$ cat config.mk
export PLATFORM = sky130hd
export DESIGN_NAME = uart_boot_loader_flat
export DESIGN_NICKNAME = d
export VERILOG_FILES = /design/src/rtl/uart_boot_loader_if.sv /design/src/rtl/uart_boot_loader.sv /design/src/flat_wrapper.sv
export SDC_FILE = /design/constraint.sdc
export NUM_CORES = 1
export LEC_CHECK = 0
export CORE_ASPECT_RATIO = 1.2
export CORE_UTILIZATION = 29
export DETAILED_ROUTE_END_ITERATION = 16
export PLACE_DENSITY = 0.43
export SKIP_LAST_GASP = 1
export SLEW_MARGIN = 20
export SYNTH_ARGS = -nofsm -noshare
export SYNTH_HDL_FRONTEND = slang
export SYNTH_SLANG_ARGS = --single-unit
$ cat constraint.sdc
create_clock -name clk -period 6.8 [get_ports clk]
set_input_delay 1.7 -clock clk [delete_from_list [all_inputs] [get_ports clk]]
set_output_delay 1.7 -clock clk [all_outputs]
set_load 0.02 [all_outputs]
$ cat src/rtl/uart_boot_loader_if.sv
`default_nettype none
// +--------------------------------------------------------------------------+
// | uart_boot_loader_if : serial input, BSRAM write port and boot status.     |
// | Rev 1.0                                                                   |
// +--------------------------------------------------------------------------+
interface uart_boot_loader_if #(
  parameter int ADDR_W = 11
);
  logic              uart_rx;
  logic              mem_we;
  logic [ADDR_W-1:0] mem_addr;
  logic [15:0]       mem_din;
  logic              boot_mode;
  logic              boot_done;
  logic              err;

  modport master (
    input  uart_rx,
    output mem_we, mem_addr, mem_din, boot_mode, boot_done, err
  );

  modport slave (
    output uart_rx,
    input  mem_we, mem_addr, mem_din, boot_mode, boot_done, err
  );
endinterface
`default_nettype wire

$ cat src/rtl/uart_boot_loader.sv
`default_nettype none
// +--------------------------------------------------------------------------+
// | uart_boot_loader : loads a checksummed UART image into instruction BSRAM. |
// | Rev 1.0                                                                   |
// +--------------------------------------------------------------------------+
module uart_boot_loader #(
  parameter int CLKS_PER_BIT = 234,
  parameter int ADDR_W       = 11,
  parameter int MAX_WORDS    = 255,
  parameter int TIMEOUT_CLKS = 2700000
) (
  input  wire logic          clk,
  input  wire logic          rst,
  uart_boot_loader_if.master bus
);
  localparam int                 c_cnt_w     = $clog2(CLKS_PER_BIT + 1);
  localparam int                 c_tmo_w     = $clog2(TIMEOUT_CLKS + 1);
  localparam logic [c_cnt_w-1:0] c_half_last = c_cnt_w'(CLKS_PER_BIT / 2 - 1);
  localparam logic [c_cnt_w-1:0] c_bit_last  = c_cnt_w'(CLKS_PER_BIT - 1);
  localparam logic [c_tmo_w-1:0] c_tmo_last  = c_tmo_w'(TIMEOUT_CLKS - 1);
  localparam logic [8:0]         c_max_words = 9'(MAX_WORDS);

  typedef enum logic [1:0] {RX_WAIT_START, RX_START, RX_DATA, RX_STOP} rx_state_t;
  typedef enum logic [2:0] {S_IDLE, S_LEN, S_HI, S_LO, S_WRITE, S_CSUM} state_t;

  rx_state_t          rx_state_q;
  logic [1:0]         sync_q;
  logic               rx_prev_q;
  logic [c_cnt_w-1:0] bit_cnt_q;
  logic [2:0]         bit_idx_q;
  logic [7:0]         shift_q;
  logic [7:0]         rx_byte_q;
  logic               rx_valid_q;
  logic               rx_ferr_q;

  state_t             state_q;
  logic [c_tmo_w-1:0] tmo_q;
  logic [7:0]         len_q;
  logic [7:0]         wcnt_q;
  logic [ADDR_W-1:0]  addr_q;
  logic [7:0]         hi_q;
  logic [7:0]         sum_q;
  logic               mem_we_q;
  logic [ADDR_W-1:0]  mem_addr_q;
  logic [15:0]        mem_din_q;
  logic               boot_mode_q;
  logic               boot_done_q;
  logic               err_q;

  // Receiver: start edge on the synchronised line, mid-bit sampling thereafter.
  always_ff @(posedge clk) begin
    if (rst) begin
      sync_q     <= 2'b11;
      rx_prev_q  <= 1'b1;
      rx_state_q <= RX_WAIT_START;
      bit_cnt_q  <= '0;
      bit_idx_q  <= '0;
      shift_q    <= '0;
      rx_byte_q  <= '0;
      rx_valid_q <= 1'b0;
      rx_ferr_q  <= 1'b0;
    end else begin
      sync_q     <= {sync_q[0], bus.uart_rx};
      rx_prev_q  <= sync_q[1];
      rx_valid_q <= 1'b0;
      rx_ferr_q  <= 1'b0;
      case (rx_state_q)
        RX_WAIT_START: begin
          if (rx_prev_q && !sync_q[1]) begin
            rx_state_q <= RX_START;
            bit_cnt_q  <= '0;
          end
        end
        RX_START: begin
          if (bit_cnt_q == c_half_last) begin
            bit_cnt_q  <= '0;
            bit_idx_q  <= '0;
            rx_state_q <= sync_q[1] ? RX_WAIT_START : RX_DATA;
          end else begin
            bit_cnt_q <= bit_cnt_q + 1'b1;
          end
        end
        RX_DATA: begin
          if (bit_cnt_q == c_bit_last) begin
            bit_cnt_q <= '0;
            shift_q   <= {sync_q[1], shift_q[7:1]};
            bit_idx_q <= bit_idx_q + 1'b1;
            if (bit_idx_q == 3'd7) rx_state_q <= RX_STOP;
          end else begin
            bit_cnt_q <= bit_cnt_q + 1'b1;
          end
        end
        RX_STOP: begin
          if (bit_cnt_q == c_bit_last) begin
            if (sync_q[1]) begin
              rx_valid_q <= 1'b1;
              rx_byte_q  <= shift_q;
            end else begin
              rx_ferr_q <= 1'b1;
            end
            rx_state_q <= RX_WAIT_START;
          end else begin
            bit_cnt_q <= bit_cnt_q + 1'b1;
          end
        end
        default: rx_state_q <= RX_WAIT_START;
      endcase
    end
  end

  // Frame parser and BSRAM writer.
  always_ff @(posedge clk) begin
    if (rst) begin
      state_q     <= S_IDLE;
      tmo_q       <= '0;
      len_q       <= '0;
      wcnt_q      <= '0;
      addr_q      <= '0;
      hi_q        <= '0;
      sum_q       <= '0;
      mem_we_q    <= 1'b0;
      mem_addr_q  <= '0;
      mem_din_q   <= '0;
      boot_mode_q <= 1'b1;
      boot_done_q <= 1'b0;
      err_q       <= 1'b0;
    end else begin
      mem_we_q <= 1'b0;
      if (state_q == S_IDLE || rx_valid_q) tmo_q <= '0;
      else if (state_q != S_WRITE)         tmo_q <= tmo_q + 1'b1;

      if (rx_ferr_q) begin
        err_q   <= 1'b1;
        state_q <= S_IDLE;
      end else if (state_q != S_IDLE && state_q != S_WRITE && !rx_valid_q &&
                   tmo_q == c_tmo_last) begin
        err_q   <= 1'b1;
        state_q <= S_IDLE;
      end else begin
        case (state_q)
          S_IDLE: begin
            if (rx_valid_q && rx_byte_q == 8'hA5) begin
              err_q       <= 1'b0;
              boot_done_q <= 1'b0;
              boot_mode_q <= 1'b1;
              state_q     <= S_LEN;
            end
          end
          S_LEN: begin
            if (rx_valid_q) begin
              if (rx_byte_q == 8'd0 || {1'b0, rx_byte_q} > c_max_words) begin
                err_q   <= 1'b1;
                state_q <= S_IDLE;
              end else begin
                len_q   <= rx_byte_q;
                wcnt_q  <= '0;
                addr_q  <= '0;
                sum_q   <= '0;
                state_q <= S_HI;
              end
            end
          end
          S_HI: begin
            if (rx_valid_q) begin
              hi_q    <= rx_byte_q;
              sum_q   <= sum_q + rx_byte_q;
              state_q <= S_LO;
            end
          end
          S_LO: begin
            if (rx_valid_q) begin
              mem_din_q  <= {hi_q, rx_byte_q};
              mem_addr_q <= addr_q;
              mem_we_q   <= 1'b1;
              sum_q      <= sum_q + rx_byte_q;
              state_q    <= S_WRITE;
            end
          end
          S_WRITE: begin
            addr_q  <= addr_q + 1'b1;
            wcnt_q  <= wcnt_q + 8'd1;
            state_q <= (wcnt_q + 8'd1 == len_q) ? S_CSUM : S_HI;
          end
          S_CSUM: begin
            if (rx_valid_q) begin
              if (rx_byte_q == sum_q) begin
                boot_done_q <= 1'b1;
                boot_mode_q <= 1'b0;
              end else begin
                err_q <= 1'b1;
              end
              state_q <= S_IDLE;
            end
          end
          default: state_q <= S_IDLE;
        endcase
      end
    end
  end

  assign bus.mem_we    = mem_we_q;
  assign bus.mem_addr  = mem_addr_q;
  assign bus.mem_din   = mem_din_q;
  assign bus.boot_mode = boot_mode_q;
  assign bus.boot_done = boot_done_q;
  assign bus.err       = err_q;
endmodule
`default_nettype wire
$ cat src/flat_wrapper.sv
// flat-port wrapper written by rule: the top's interface ports become plain ports
module uart_boot_loader_flat 
#(
  parameter int CLKS_PER_BIT = 234,
  parameter int ADDR_W       = 11,
  parameter int MAX_WORDS    = 255,
  parameter int TIMEOUT_CLKS = 2700000
)
  (clk, rst, bus_uart_rx, bus_mem_we, bus_mem_addr, bus_mem_din, bus_boot_mode, bus_boot_done, bus_err);
  uart_boot_loader_if #(.ADDR_W(ADDR_W)) bus_i ();
  input  wire logic clk;
  input  wire logic rst;
  input wire logic [$bits(bus_i.uart_rx)-1:0] bus_uart_rx;
  output wire logic [$bits(bus_i.mem_we)-1:0] bus_mem_we;
  output wire logic [$bits(bus_i.mem_addr)-1:0] bus_mem_addr;
  output wire logic [$bits(bus_i.mem_din)-1:0] bus_mem_din;
  output wire logic [$bits(bus_i.boot_mode)-1:0] bus_boot_mode;
  output wire logic [$bits(bus_i.boot_done)-1:0] bus_boot_done;
  output wire logic [$bits(bus_i.err)-1:0] bus_err;
  assign bus_i.uart_rx = bus_uart_rx;
  assign bus_mem_we = bus_i.mem_we;
  assign bus_mem_addr = bus_i.mem_addr;
  assign bus_mem_din = bus_i.mem_din;
  assign bus_boot_mode = bus_i.boot_mode;
  assign bus_boot_done = bus_i.boot_done;
  assign bus_err = bus_i.err;
  uart_boot_loader #(.CLKS_PER_BIT(CLKS_PER_BIT), .ADDR_W(ADDR_W), .MAX_WORDS(MAX_WORDS), .TIMEOUT_CLKS(TIMEOUT_CLKS)) u_core (.clk(clk), .rst(rst), .bus(bus_i));
endmodule
==> metrics.txt, run 1 <==
outcome=finished clean; r2r worst-path depth=6; Total Power=0.00165 W; Max Buffers Root-to-Sink=2; worst flop-to-flop path startpoint=u_core.state_q[0]; vias per cell=around 4.8; Ys Warns=0; pin count of the biggest net entering global routing=69; Gate Count Post-Synth=just over 700; post-CTS resize count=0; commonest non-fill, non-tap cell in the layout=dfxtp_1; Final Setup Violations=0; reg-to-reg slack, setup=about 4.2 ns; VDD IR max=0.000171 V; share of layout cells above drive strength 1=6.74%; distinct cell type count after synthesis=62; Min-Delay Path Class=register to register; WS Path Type=register to primary output; Final Hold Fails=0; WP buf/inv=1; leakage power=2.57 nW; root buffer cell=clkbuf_16; Setup Fix Bufs, Post-CTS=0; TritonRoute pass-1 iters=6; clk sinks=133; cts bufs inserted=17; grt ovf=0; Mean Syn Cell Area=8.39 um^2; final WL=14600 um; crit path time final=3.12 ns; input/output buffers=33; cell area after layout=a little over 7000 um^2; Worst Max-Slew Pin Slew=0.752 ns; DRC marker count from the first detailed-route iteration=approximately 210; Netlist Area Pre-Place=6070 um^2; sequential area share after synthesis=a little over two fifths; gp weighted congestion=0.820; Die ar.=about 22000 um^2; H-tree level count=4; area leader, netlist=dfxtp_1; starting density of the core=29.8%; via count=4915; CTS tree=done; Fmax=320 MHz; FP Rows=57; most frequent cells in the layout=dfxtp_1, nand2_1, nor2_1, a21oi_1, clkdlybuf4s50_1; initial antenna violation count=0; vias in the first global route=between 4000 and 5000; CORE AREA=20400 um^2; critical path fanouts, max=2; ys async rst share=0%; Die Span Y=~160 um; Period Utilization, post-route=a little under half; Die X=around 130 um; Setup Skew=0.00671 ns; Yosys top cell area share=43.9%; RSZ-0062 raised after global routing=no; Final #Nets=roughly 770; max-cap viol count=0; Yosys reg bits=133; hold path depth=1; Worst Min Path Start=u_core.sync_q[0]; number of synthesized flops with an enable pin=0; CP Capture Type=primary output; clk_lat worst skew=0.41 ns; GRT Util Overall=14.4%; hold buffer count at cts=0; worst path cell trace=clkdlybuf4s50_1; Reg-to-Reg End=u_core.addr_q[9]; first-pass GRT wire length=24600 um; Req. time, crit path=5.10 ns; Top delay family on crit path=buffers and inverters; Routed WL per cell=roughly 14 um; Placement Cell Area=~6600 um^2; Post-DRT Antenna Nets=0; Clock transition at path regs=0.06 ns; I/O Pins=34; number of diodes=0; DRC viols=0; element type at the critical path start=register; dpl hpwl=roughly 10000 um; cell area power density=231 nW/um^2; setup TNS=0 ns; CP peak stage delay=between 0.6 and 0.7 ns; Synthesized Nets=742; slowest CP cell=clkdlybuf4s50_1; Post-synth top flop=dfxtp_1; slew margin rel.=49.9%; max-slew violation count=0; Layout area overhead=17.7%; tightest hold margin=about 0.42 ns; Crit path depth=1; sink of the worst hold path=u_core.sync_q[1]; synth top area cells=dfxtp_1, nand2_1, nor2_1; Worst EP arrival=1.42 ns
-- worst register-to-register path: stages, from the launching register on --
cell and delay [ns]:
dfxtp_1 0.56, and3b_1 0.27, o21ai_0 0.14, a21oi_2 0.49
nand2_1 0.32, or4_1 0.56, a21oi_1 0.16
-- worst max path at each step --
stage / end / slack (ns) / from
final: bus_err / 3.68 / u_core.bus.err
after CTS: bus_err / 3.63 / u_core.bus.err
after global placement: u_core.bit_cnt_q[4] / 3.40 / rst
after global routing: u_core.wcnt_q[5] / 3.61 / rst
after detailed placement: u_core.bit_cnt_q[4] / 3.36 / rst
after floorplan: u_core.tmo_q[0] / 4.20 / rst
-- logic make-up after synthesis --
family,Yosys count,synth area share (%)
compound gates,106,10.4
xor+xnor,51,7.36
fa+ha+maj,16,3.42
buf+inv,46,3.46
flops,133,43.9
mux,27,4.56
simple gates,344,26.9
-- layout make-up --
cell class / instances / area [um^2]
Fill cell: 2183 / 13300
Sequential cell: 133 / 2660
Timing Repair Buffer: 39 / 370
Tap cell: 265 / 332
Inverter: 11 / 41.3
Multi-Input combinational cell: 544 / 3200
Clock buffer: 21 / 460
Clock inverter: 9 / 81.3
-- report_power, final --
| part | leakage (nW) | switching [W] | internal, W |
|---|---|---|---|
| clock | 0.261 | 0.000330 | 0.000515 |
| sequential | 1.07 | 0.00000270 | 0.000781 |
| combinational | 1.24 | 0.0000149 | 0.00000564 |
-- layer usage --
| metal | GRT usage [%] | up-vias | wire length (um) |
|---|---|---|---|
| met1 | 17.5 | 2342 | 6710 |
| met3 | 3.25 | 14 | 324 |
| met2 | 25.1 | 44 | 7350 |
| li1 | - | 2515 | - |
| met5 | 0 | - | 0 |
| met4 | 4.60 | 0 | 200 |
-- registers in the layout (all words and copies together) (netlist names), 2 cells and up, named ones only --
name,count
u_core.tmo_q,22
u_core.bit_idx_q,3
u_core.wcnt_q,8
u_core.bus.mem_din,16
u_core.len_q,8
u_core.rx_byte_q,8
u_core.bit_cnt_q,8
u_core.shift_q,8
u_core.bus.mem_addr,11
u_core.sum_q,8
u_core.addr_q,11
u_core.state_q,3
u_core.sync_q,2
u_core.hi_q,8
-- cells in the mapped netlist (14+ instances only) --
library cell  instances
dfxtp_1             133
nand2_1             109
nor2_1              103
a21oi_1              62
nand3_1              31
clkbuf_1             28
xor2_1               26
mux2i_1              25
xnor2_1              25
and3_1               15
ha_1                 15
nor3_1               14
o21ai_0              14
-- through the flow --
step	util (%)	setup slack (ns)	cells
after floorplan	-	4.20	723
after global placement	32.4	3.40	992
after detailed placement	32.4	3.36	992
after CTS	35.0	3.63	1022
after global routing	35.0	3.61	1022
final	35.0	3.68	1022
(Power assumes the default switching activity.)
==> inputs of run 2 (changes only) <==
- clock period: 6.8 -> 3 ns (I/O delays scaled with it)
==> metrics.txt, run 2 (synthesized netlist as in run 1, its figures left out) <==
CP startpoint=u_core.state_q[0]; Final Hold Fails=0; Final Setup Violations=0; CORE AREA=20400 um^2; H-tree level count=4; Req. time, crit path=~3.4 ns; slew margin rel.=a little under half; Final #Nets=roughly 770; via count=4916; GRT Util Overall=13.9%; most frequent cells in the layout=dfxtp_1, nand2_1, nor2_1, a21oi_1, clkdlybuf4s50_1; leakage power=2.63 nW; RSZ-0062 raised after global routing=no; Die ar.=21500 um^2; gp weighted congestion=approximately 0.84; Worst Max-Slew Pin Slew=0.806 ns; starting density of the core=29.8%; crit path time final=between 2 and 2.5 ns; share of layout cells above drive strength 1=7.70%; WP buf/inv=0; FP Rows=57; Top reg by flops=u_core.tmo_q; number of diodes=0; Worst EP arrival=2.76 ns; vias in the first global route=4612; initial antenna violation count=0; commonest non-fill, non-tap cell in the layout=dfxtp_1; outcome=finished clean; critical path fanouts, max=13; first-pass GRT wire length=23500 um; DRC viols=0; CP Capture Type=register; slowest CP cell=dfxtp_1; max-slew violation count=0; grt ovf=0; Clock transition at path regs=0.06 ns; Die X=134 um; Post-Layout Cell Count=1031; WS Path Type=register to register; input/output buffers=33; Routed WL per cell=14.0 um; max-cap viol count=0; dpl hpwl=just over 10000 um; worst path cell trace=and3b_1, o21ai_0, a21oi_2, nand2_1, or4_1, a21oi_1; cell area power density=about 540 nW/um^2; TritonRoute pass-1 iters=4; post-CTS resize count=0; clk_lat worst skew=0.42 ns; element type at the critical path start=register; final WL=14400 um; Die Span Y=160 um; Post-DRT Antenna Nets=0; Setup Fix Bufs, Post-CTS=0; Min-Delay Path Class=register to register; vias per cell=4.77; DRC marker count from the first detailed-route iteration=~220; Max Buffers Root-to-Sink=2; CTS tree=done; hold buffer count at cts=0; placed instance count=1000; worst flop-to-flop path startpoint=u_core.state_q[0]; I/O Pins=34; root buffer cell=clkbuf_16; Worst Min Path Start=u_core.sync_q[0]; cts bufs inserted=17; Setup Skew=0.0115 ns; Layout area overhead=19.5%; setup TNS=0 ns; VDD IR max=approximately 0.0004 V; Period Utilization, post-route=80.4%; Largest register FFs=22; CP peak stage delay=0.55 ns; Top delay family on crit path=simple AND/OR/NAND/NOR gates; Fmax=around 410 MHz; clk sinks=133; pin count of the biggest net entering global routing=37; fillers=2166
## run 2: metrics by stage
stage	power (W)	cell area, um^2	utilization (%)	setup slack [ns]	hold WS [ns]
CTS	0.00395	7250	35.5	0.580	0.434
finish	0.00390	7250	35.5	0.587	0.433
detailed placement	0.00186	6660	32.7	0.598	0.407
global placement	0.00186	6660	32.7	0.651	0.399
global route	0.00404	7250	35.5	0.355	0.458
floorplan	0.00185	6070	-	0.781	0.389
## run 2: power by group
part	switching [W]	internal, W	leakage, nW
combinational	0.0000347	0.0000137	1.28
clock	0.000765	0.00131	0.279
sequential	0.00000612	0.00177	1.07
## run 2: layer usage
metal	GRT usage, %	routed length (um)
met1	17.4	6980
met2	22.9	6930
met3	3.19	337
met4	5.52	179
met5	0	0
## run 2: worst register-to-register path: stages (launching register included)
cell,delay (ns)
dfxtp_1,0.55
and3b_1,0.26
o21ai_0,0.11
a21oi_2,0.42
nand2_1,0.27
or4_1,0.55
a21oi_1,0.16
## run 2: final cells by class
| class | count | area (um^2) | share of cell area (%) |
|---|---|---|---|
| well taps | 265 | 332 | 4.57 |
| flip-flops and latches | 133 | 2660 | 36.7 |
| clock buffers | 24 | 492 | 6.78 |
| multi-input cells | 544 | 3200 | 44.1 |
| inverters | 11 | 41.3 | 0.570 |
| clock inverters | 7 | 96.3 | 1.33 |
| repair buffers | 47 | 430 | 5.94 |
## run 2: worst paths after layout
kind	depth (start not counted)	slack (ns)	end
max	6	0.59	u_core.addr_q[9]
min	1	0.43	u_core.sync_q[1]
max reg2reg	6	0.59	u_core.addr_q[9]
min reg2reg	1	0.43	u_core.sync_q[1]
==> inputs of run 3 (changes only) <==
- PLACE_DENSITY: 0.43 -> 0.44
- clock period: 3 -> 2.1 ns (I/O delays scaled with it)
==> metrics.txt, run 3 (synthesized netlist as in run 1, its figures left out) <==
outcome=complete, but fails checks; failing checks=negative setup slack; Worst Max-Slew Pin Slew=0.506 ns; Sw Share=22.7%; CORE AREA=20400 um^2; max-cap viol count=0; initial antenna violation count=0; DR top layer=met4; cell area power density=723 nW/um^2; Min-Delay Path Class=register to register; clk sinks=133; Switch Pwr=0.00127 W; Layout area overhead=27.9%; pin count of the biggest net entering global routing=45; Die ar.=21500 um^2; Die X=134 um; Register Area=2670 um^2; Die Span Y=160 um; element type at the critical path start=register; Fmax=between 400 and 500 MHz; final WL=14800 um; RSZ-0062 raised after global routing=yes; vias in the first global route=5004; Final Hold Fails=0; commonest non-fill, non-tap cell in the layout=dfxtp_1; via count=5113; Largest register FFs=22; Period Utilization, post-route=107%; tightest hold margin=approximately 0.42 ns; PnR worst setup slack=-0.141 ns; fillers=2151; Req. time, crit path=2.40 ns; Int Power=0.00434 W; Max Buffers Root-to-Sink=2; slew margin rel.=66.3%; grt ovf=0; CP Capture Type=register; Post-DRT Antenna Nets=0; vias per cell=between 4 and 5; Top reg by flops=u_core.tmo_q; combinational share of power=1.5%; Metal-1 WL=~7000 um; most frequent cells in the layout=dfxtp_1, nand2_1, nor2_1, a21oi_1, buf_4; Clock transition at path regs=0.06 ns; Setup Skew=between 0.01 and 0.015 ns; cell area after layout=between 7000 and 8000 um^2; input/output buffers=33; Clk pwr share=53.4%; Final #Nets=822; Seq pwr share=45.1%; VDD IR max=0.000519 V; clk_lat worst skew=0.42 ns; leakage power=2.98 nW; root buffer cell=clkbuf_16; WL met2=7240 um; Routed WL per cell=13.7 um; dpl ws=-0.140 ns; max-slew violation count=0; Worst EP arrival=2.55 ns; Multi-input gate area=3300 um^2; cts bufs inserted=17; DRC marker count from the first detailed-route iteration=204; DR WL met3=290 um; number of diodes=0; FP Rows=57; GRT Util Overall=14.5%; I/O Pins=34; WS Path Type=register to register; CTS tree=done; dpl hpwl=10400 um; share of layout cells above drive strength 1=15.7%; DRC viols=0; H-tree level count=4; first-pass GRT wire length=approximately 25000 um; final core occ=38.0%; TritonRoute pass-1 iters=4; critical path fanouts, max=6; gp weighted congestion=0.808; crit path time final=about 2.2 ns; Placement Cell Area=6980 um^2; Final Setup Violations=20; starting density of the core=29.8%
[run 3: changes by cell type in the layout (fill, tap and decap cells not counted), sizes merged]
cell | before | now
clkinvlp | 3 | 2
clkinv | 2 | 4
inv | 11 | 17
clkbuf | 24 | 18
buf | 15 | 62
o21a | 2 | 3
o211ai | 3 | 4
[run 3: worst paths after layout]
path,startpoint,to,slack [ns],cells past startpoint
min,u_core.sync_q[0],u_core.sync_q[1],0.42,1
min reg2reg,u_core.sync_q[0],u_core.sync_q[1],0.42,1
max reg2reg,u_core.tmo_q[10],u_core.state_q[0],-0.14,6
max,u_core.tmo_q[10],u_core.state_q[0],-0.14,6
[run 3: worst max-delay path, stage by stage, from the launching register on]
cell      delay (ns)
dfxtp_2         0.32
or4b_4          0.52
or4_4           0.57
o21a_4          0.28
nand2b_4        0.11
nor3_2          0.04
a211o_1         0.29
[run 3: area by class of cell]
type                    instances  share of cell area (%)
inverters                      11                   0.532
multi-input cells             546                    42.6
repair buffers                 94                    10.6
well taps                     265                    4.27
clock inverters                14                    2.13
clock buffers                  18                    5.53
flip-flops and latches        133                    34.4
[run 3: power groups by stage]
stage | sequential, W | combinational [W] | clock, W
2_1_floorplan | 0.00259 | 0.0000555 | 0
3_3_place_gp | 0.00259 | 0.0000831 | 0
3_5_place_dp | 0.00259 | 0.0000839 | 0
4_1_cts | 0.00253 | 0.0000844 | 0.00309
5_1_grt | 0.00253 | 0.0000917 | 0.00318
6_report | 0.00253 | 0.0000829 | 0.00300
[run 3: metal layers]
metal | track usage [%] | vias up
met5 | 0 | -
met4 | 6.08 | 0
met3 | 2.62 | 15
met2 | 24.7 | 48
met1 | 17.8 | 2417
li1 | - | 2633
[run 3: through the flow]
stage / cells / total power [W] / setup TNS, ns
floorplan: 723 / 0.00264 / -0.306
CTS: 1078 / 0.00570 / -1.13
global placement: 1039 / 0.00267 / -0.644
finish: 1081 / 0.00561 / -1.50
global route: 1081 / 0.00580 / -2.93
detailed placement: 1039 / 0.00267 / -1.27
[run 3: what timing repair did]
action,CTS,global route
gates resized for setup,10,20
endpoints found under the hold margin,0,0
hold buffers,0,0
pin swaps,2,14
gates cloned,2,0
buffers inserted,5,3
setup endpoints to repair,20,31
